$ cat src/rtl/ps2_pkg.sv
// Shared constants and types for the PS/2 scancode receiver.
// Holds the prefix byte values and the frame FSM state encoding.
package ps2_pkg;

  localparam logic [7:0] PREFIX_EXT = 8'hE0;
  localparam logic [7:0] PREFIX_BRK = 8'hF0;

  typedef enum logic [1:0] {
    IDLE   = 2'd0,
    DATA   = 2'd1,
    PARITY = 2'd2,
    STOP   = 2'd3
  } frame_state_t;

endpackage

$ cat src/rtl/ps2_frame_rx.sv
// PS/2 frame receiver: synchronizes the raw bus, detects ps2_clk falling edges
// and assembles start/8 data/odd parity/stop frames with a stall timeout.
module ps2_frame_rx
  import ps2_pkg::*;
#(
  parameter int TIMEOUT_CYCLES = 5000
) (
  input  logic       clk,
  input  logic       resetn,
  input  logic       ps2_clk,
  input  logic       ps2_data,
  output logic [7:0] rx_byte,
  output logic       byte_valid,
  output logic       frame_err
);

  localparam int CW = (TIMEOUT_CYCLES > 2) ? $clog2(TIMEOUT_CYCLES) : 1;
  localparam logic [CW-1:0] TO_LIMIT = CW'(TIMEOUT_CYCLES - 1);

  logic [1:0]    clk_sync_reg;
  logic [1:0]    data_sync_reg;
  logic          clk_prev_reg;
  frame_state_t  state_reg;
  logic [2:0]    bit_cnt_reg;
  logic [7:0]    shift_reg;
  logic          parity_reg;
  logic [CW-1:0] to_cnt_reg;
  logic          frame_err_reg;

  logic data_s;
  logic strobe;
  logic frame_good;

  assign data_s     = data_sync_reg[1];
  assign strobe     = clk_prev_reg & ~clk_sync_reg[1];
  assign frame_good = data_s & (^{shift_reg, parity_reg});

  // byte_valid is combinational so the top registers its outputs exactly one
  // clock after the stop-bit strobe.
  assign byte_valid = strobe && (state_reg == STOP) && frame_good;
  assign rx_byte    = shift_reg;
  assign frame_err  = frame_err_reg;

  always_ff @(posedge clk) begin
    if (!resetn) begin
      clk_sync_reg  <= 2'b11;
      data_sync_reg <= 2'b11;
      clk_prev_reg  <= 1'b1;
      state_reg     <= IDLE;
      bit_cnt_reg   <= 3'd0;
      shift_reg     <= 8'h00;
      parity_reg    <= 1'b0;
      to_cnt_reg    <= '0;
      frame_err_reg <= 1'b0;
    end else begin
      clk_sync_reg  <= {clk_sync_reg[0], ps2_clk};
      data_sync_reg <= {data_sync_reg[0], ps2_data};
      clk_prev_reg  <= clk_sync_reg[1];
      frame_err_reg <= 1'b0;
      if (strobe) begin
        to_cnt_reg <= '0;
        case (state_reg)
          IDLE: begin
            if (!data_s) begin
              state_reg   <= DATA;
              bit_cnt_reg <= 3'd0;
            end
          end
          DATA: begin
            shift_reg   <= {data_s, shift_reg[7:1]};
            bit_cnt_reg <= bit_cnt_reg + 3'd1;
            if (bit_cnt_reg == 3'd7) state_reg <= PARITY;
          end
          PARITY: begin
            parity_reg <= data_s;
            state_reg  <= STOP;
          end
          STOP: begin
            state_reg <= IDLE;
            if (!frame_good) frame_err_reg <= 1'b1;
          end
          default: state_reg <= IDLE;
        endcase
      end else if (state_reg != IDLE) begin
        if (to_cnt_reg == TO_LIMIT) begin
          state_reg     <= IDLE;
          to_cnt_reg    <= '0;
          frame_err_reg <= 1'b1;
        end else begin
          to_cnt_reg <= to_cnt_reg + 1'b1;
        end
      end
    end
  end

endmodule

$ cat src/rtl/ps2_scancode_rx.sv
// PS/2 keyboard scancode decoder: tracks E0/F0 prefixes and holds the code of
// the currently pressed key, pulsing code_valid on each make/break event.
module ps2_scancode_rx
  import ps2_pkg::*;
#(
  parameter int TIMEOUT_CYCLES = 5000
) (
  input  logic        clk,
  input  logic        resetn,
  input  logic        ps2_clk,
  input  logic        ps2_data,
  output logic [15:0] scancode,
  output logic        code_valid,
  output logic        code_break,
  output logic        frame_err
);

  logic [7:0]  rx_byte;
  logic        byte_valid;
  logic        ext_reg;
  logic        brk_reg;
  logic [15:0] scancode_reg;
  logic        code_valid_reg;
  logic        code_break_reg;
  logic [15:0] key_next;

  ps2_frame_rx #(
    .TIMEOUT_CYCLES(TIMEOUT_CYCLES)
  ) u_frame_rx (
    .clk       (clk),
    .resetn    (resetn),
    .ps2_clk   (ps2_clk),
    .ps2_data  (ps2_data),
    .rx_byte   (rx_byte),
    .byte_valid(byte_valid),
    .frame_err (frame_err)
  );

  assign key_next   = {ext_reg ? PREFIX_EXT : 8'h00, rx_byte};
  assign scancode   = scancode_reg;
  assign code_valid = code_valid_reg;
  assign code_break = code_break_reg;

  always_ff @(posedge clk) begin
    if (!resetn) begin
      ext_reg        <= 1'b0;
      brk_reg        <= 1'b0;
      scancode_reg   <= 16'h0000;
      code_valid_reg <= 1'b0;
      code_break_reg <= 1'b0;
    end else begin
      code_valid_reg <= 1'b0;
      code_break_reg <= 1'b0;
      if (frame_err) begin
        ext_reg <= 1'b0;
        brk_reg <= 1'b0;
      end else if (byte_valid) begin
        if (rx_byte == PREFIX_EXT) begin
          ext_reg <= 1'b1;
        end else if (rx_byte == PREFIX_BRK) begin
          brk_reg <= 1'b1;
        end else begin
          code_valid_reg <= 1'b1;
          code_break_reg <= brk_reg;
          ext_reg        <= 1'b0;
          brk_reg        <= 1'b0;
          // A release only clears the held code if it names that same key.
          if (!brk_reg) scancode_reg <= key_next;
          else if (scancode_reg == key_next) scancode_reg <= 16'h0000;
        end
      end
    end
  end

endmodule
$ cat config.mk
export PLATFORM = sky130hd
export DESIGN_NAME = ps2_scancode_rx
export DESIGN_NICKNAME = d
export VERILOG_FILES = /design/src/rtl/ps2_pkg.sv /design/src/rtl/ps2_frame_rx.sv /design/src/rtl/ps2_scancode_rx.sv
export SDC_FILE = /design/constraint.sdc
export NUM_CORES = 1
export LEC_CHECK = 0
export ABC_CLOCK_PERIOD_IN_PS = 2800
export CAP_MARGIN = 20
export CORE_AREA = 2 2 75 77
export DETAILED_ROUTE_END_ITERATION = 10
export DIE_AREA = 0 0 77 79
export HOLD_SLACK_MARGIN = 0.08
export PLACE_DENSITY = 0.75
export SLEW_MARGIN = 10
export SYNTH_ARGS = -nofsm -noshare
export SYNTH_HDL_FRONTEND = slang
export SYNTH_SLANG_ARGS = --single-unit
$ cat constraint.sdc
create_clock -name clk -period 2.8 [get_ports clk]
set_input_delay 0.56 -clock clk [delete_from_list [all_inputs] [get_ports clk]]
set_output_delay 0.56 -clock clk [all_outputs]
set_load 0.02 [all_outputs]
# == After elaboration in Yosys (flattened, before gate mapping) ==
# Cells that the tools add are included.
# word_totals
reg_bits,53
inputBits,4
output_inout_bits,19
word_cells,77
# classes
add_sub_neg,2
n_eq_ne,13
muxes,21
bitwise_logic,8
n_reduce_logical,19
# ops
operator,n
$mux W16,2
$eq A16 B16 Y1,1
$eq A8 B8 Y1 const B,2
$add A13 B1 Y13 const B,1
$eq A13 B13 Y1 const B,1
$mux W13,1
$mux W2,5
$mux W1,9
$reduce_xor A9 Y1,1
$mux W8,1
$pmux W2 S4,1
$reduce_and A2 Y1,4
$reduce_bool A2 Y1,4
$ne A3 B3 Y1 const B,2
$not A1 Y1,6
$pmux W3 S2,1
$reduce_and A5 Y1,1
$reduce_or A5 Y1,1
$eq A2 B2 Y1 const B,2
$ne A2 B2 Y1 const B,2
$reduce_and A4 Y1,1
$reduce_or A2 Y1,2
$reduce_or A4 Y1,1
$add A3 B1 Y3 const B,1
8 further kinds,10

# == Depth between registers and ports, before layout ==
# logic_depth
word_depth,6
mapped_depth,9
mapped_depth_nobuf,8

# == Hierarchy ==
# A second synthesis with hierarchy kept.
# unflattened
cells_unflattened,252
area_unflattened_um2,2285.9
# modules_own_cells
module,n_inst,cells_per_inst,area_each_um2,seq_area_each_um2
ps2_frame_rx,1,162,1514.0,660.6
ps2_scancode_rx,1,90,772.0,260.2

# == Least setup slack after synthesis ==
# Ideal clock, no wire load.
# synth_path
path_type,register to register
from,"register u_frame_rx.shift_reg[7], in the netlist u_frame_rx.rx_byte[7]"
to,"register scancode_reg[0], in the netlist scancode[0]"
setup_ps,72
arrival_time_ps,1956
t_required_ps,2728
path_slack_ps,772
stages_incl_launch_ff,9
path_buffers,2
synth_period_minus_slack_ps,2028
path_cell_list,dfxtp_1 -> clkbuf_8 -> xor3_1 -> xnor3_2 -> nor3b_1 -> a311oi_2 -> a2111oi_2 -> buf_6 -> mux2i_1
# synth_via
elab_chain_cells,4
word_cells_on_any_way,10
classes_between,eq/ne (4); bitwise (3); reduce/logical (3)
# synth_lines
item,line_no,rtl
"start, declared",ps2_frame_rx.sv:25,logic [7:0] shift_reg;
"start signal, assigned",ps2_frame_rx.sv:70,"shift_reg <= {data_s, shift_reg[7:1]};"
"parallel branches: the longest is 3 deep, another holds $eq A16 B16 Y1",--,
$reduce_and A5 Y1 (no source line) *,--,
"end signal, assigned",ps2_scancode_rx.sv:68,if (!brk_reg) scancode_reg <= key_next;
"end, declared",ps2_scancode_rx.sv:22,logic [15:0] scancode_reg;
# Mark *: on every way between the ends.
# A chain may end at the register's enable or synchronous reset.

# == Worst setup path after layout ==
# layout_path
from,"register u_frame_rx.shift_reg[7], in the netlist u_frame_rx.rx_byte[7]"
to,"register scancode_reg[4], in the netlist scancode[4]"
# The elaborated chain is that of the path after synthesis.

==> out/metrics.yaml <==
finish:
  num-nets-final: 273
  diodes: 0
  largest_reg_flops: 13
  fill_cells: 553
  layout-drive-gt1-share_pct: 6.11
  final_cells: 334
  post-route-cell-area_um2: 2560
  synthToLayoutAreaGrowth_pct: 10.2
  final_cell_mix: "dfxtp_1, nand2_1, nor2_1"
  layout_commonest_cell: "dfxtp_1"
timing:
  layout_min_cycle_time_ns: 2.31
  finClkSkew_ns: 0.00556
  final-hold-violation-count: 0
  rsz0062_at_grt: "no"
  fin_tns_setup_ns: 0
  worst_pin_slew_ns: 0.611
  period_share_pct: 82.6
  finalSetupViolCount: 0
  report.final.slew_viol_count: 0
  max_freq_ghz: 0.432
  slew_headroom_pct: 59.2
cts:
  clk_pin_slew_ns: 0.08
  postCtsSetupRepairBufs: 0
  clock_path_buffers: 2
  cts-buffers-inserted: 5
  cts_hold_buf: 0
  numClockSinks: 46
  htree_levels: 2
  clock_latency_ns: 0.30
  post_cts_resized: 0
  clockRootBuffer: "clkbuf_8"
  cts_tree: "yes"
setup_path:
  critical-path-top-delay-family: "XOR/XNOR gates"
  endpoint_kind: "register"
  cpPeakStageDelay_ns: 0.50
  reg2reg_slack_ns: 0.49
  cp-start-kind: "register"
  worst-path-buf-inv: 1
  cp_slowest_cell: "dfxtp_1"
  cp_max_fo: 9
  path_cells: "xor3_1 -> xnor3_2 -> nor3b_1 -> a311oi_2 -> a2111oi_2 -> buf_4 -> mux2i_1"
  crit_type: "register to register"
  crit_required_ns: 3.03
  cp.arrival_ns: 2.54
drt:
  vias_per_cell: 4.93
  wl_um: 3940
  drt_iter0_drc: 80
  vias: 1645
  ant_nets: 0
  wl_per_cell_um: 11.8
  drcViolationCount: 0
  firstDrtPassIters: 4
placement:
  portBuffers: 17
  gp_congestion: 0.776
  placed_cells: 326
  hpwlAfterDp_um: 2850
  postPlaceCellArea_um2: 2460
global_routing:
  globalRouteTotalUtil_pct: 13.8
  grt_max_degree: 16
  grt_pass1_vias: 1613
  antenna_found_initial: 0
  grt_pass1_wl_um: 6890
  gr-total-overflow: 0
die:
  core_region_area_um2: 5340
  io_pins: 23
  num_rows: 27
  die_y_um: 79
  start_util_pct: 43.6
  dieArea_um2: 6080
  die_w_um: 77
outcome:
  outcome: "finished, final reports clean"
power:
  combPwrFrac_pct: 3.2
  p_sw_share_pct: 20.6
  p_leak_uw: 0.000998
  p_clk_share_pct: 40.9
  max-vdd-ir-drop_mv: 0.323
  power_uw: 1180
  power_density_nw_per_um2: 460
  power_switching_uw: 242
  intPower_uw: 936
  seq_power_share_pct: 55.9
synthesis:
  syn_inst: 253
  synthesis.area_per_instance_um2: 9.19
  yosysWarningCount: 0
  syn_area_um2: 2330
  ys_seq_area_share_pct: 39.6
  synth_seq_cells: 46
  synth_cell_types: 45
run:
  maxCapViolCount: 0
hold_path:
  hp-class: "register to register"
## cell usage after synthesis (all sizes together)
library cell,n,area [um2]
nand4b,1,8.76
nand2,35,131
and3b,1,8.76
nand3,12,60.1
or2b,2,17.5
nor2b,5,31.3
o21ai,1,5.00
nor2,22,82.6
dfxtp,46,921
o211a,1,10.0
and2,1,6.26
nand2b,6,37.5
a311oi,2,23.8
nor3b,2,15.0
nand4,5,31.3
xnor3,2,46.3
xnor2,9,86.3
clkbuf,9,63.8
and3,1,6.26
a21oi,10,50.1
ha,8,100
a22oi,2,15.0
nor3,4,20.0
a2111oi,1,15.0
mux2i,13,130
buf,14,103
a21boi,4,30.0
conb,1,3.75
o211ai,1,7.51
xor2,18,165
inv,7,26.3
nor4,2,12.5
xor3,1,23.8
o41ai,1,8.76
o21a,1,7.51
nand3b,1,7.51
o31ai,1,7.51
## final timing paths
kind / start / end / cells after the start
hold reg to reg: u_frame_rx.clk_sync_reg[0] / u_frame_rx.clk_sync_reg[1] / 1
setup / recovery: u_frame_rx.rx_byte[7] / scancode[4] / 7
setup reg to reg: u_frame_rx.rx_byte[7] / scancode[4] / 7
hold / removal: u_frame_rx.clk_sync_reg[0] / u_frame_rx.clk_sync_reg[1] / 1
## area by class of cell
class,count,area (um2),share of cell area [%]
Multi-Input combinational cell,181,1230,47.9
Sequential cell,46,921,35.9
Timing Repair Buffer,20,193,7.52
Tap cell,72,90.1,3.51
Clock buffer,7,76.3,2.98
Clock inverter,1,30.0,1.17
Inverter,7,26.3,1.02
## per-layer routing
layer	part of all wire (%)	GRT usage, %	vias to the layer above	wire [um]
met4	1.9	6.43	0	74
met2	48	24.1	28	1910
met3	3.1	2.73	6	123
li1	-	-	846	-
met1	47	16.4	765	1840
met5	0	0	-	0
## through the flow
stage | hold slack, ns | util (%) | worst slack [ns]
final | 0.410 | 48.0 | 0.487
after global placement | 0.390 | 46.0 | 0.602
after floorplan | 0.386 | - | 0.772
after global routing | 0.425 | 48.0 | 0.370
after CTS | 0.411 | 48.0 | 0.479
after detailed placement | 0.391 | 46.0 | 0.499
## cells by family after synthesis
kind of cell	count (synthesis)	synth area share [%]
xor gates and xnor gates	30	13.8
muxes	13	5.59
DFF	46	39.6
AOI/OAI and AO/OA	25	7.75
buffers and inverters	30	8.28
other	1	0.161
adders and majority gates	8	4.30
and+or+nand+nor	100	20.5
## power by group through the flow
stage / registers [uW] / clock network [uW] / logic (uW)
after detailed placement: 675 / 0 / 37.7
final: 659 / 482 / 37.5
after CTS: 659 / 496 / 38.1
after global routing: 660 / 518 / 42.0
after global placement: 675 / 0 / 37.3
after floorplan: 674 / 0 / 32.4
No activity file was read; power rests on OpenSTA's default activity.
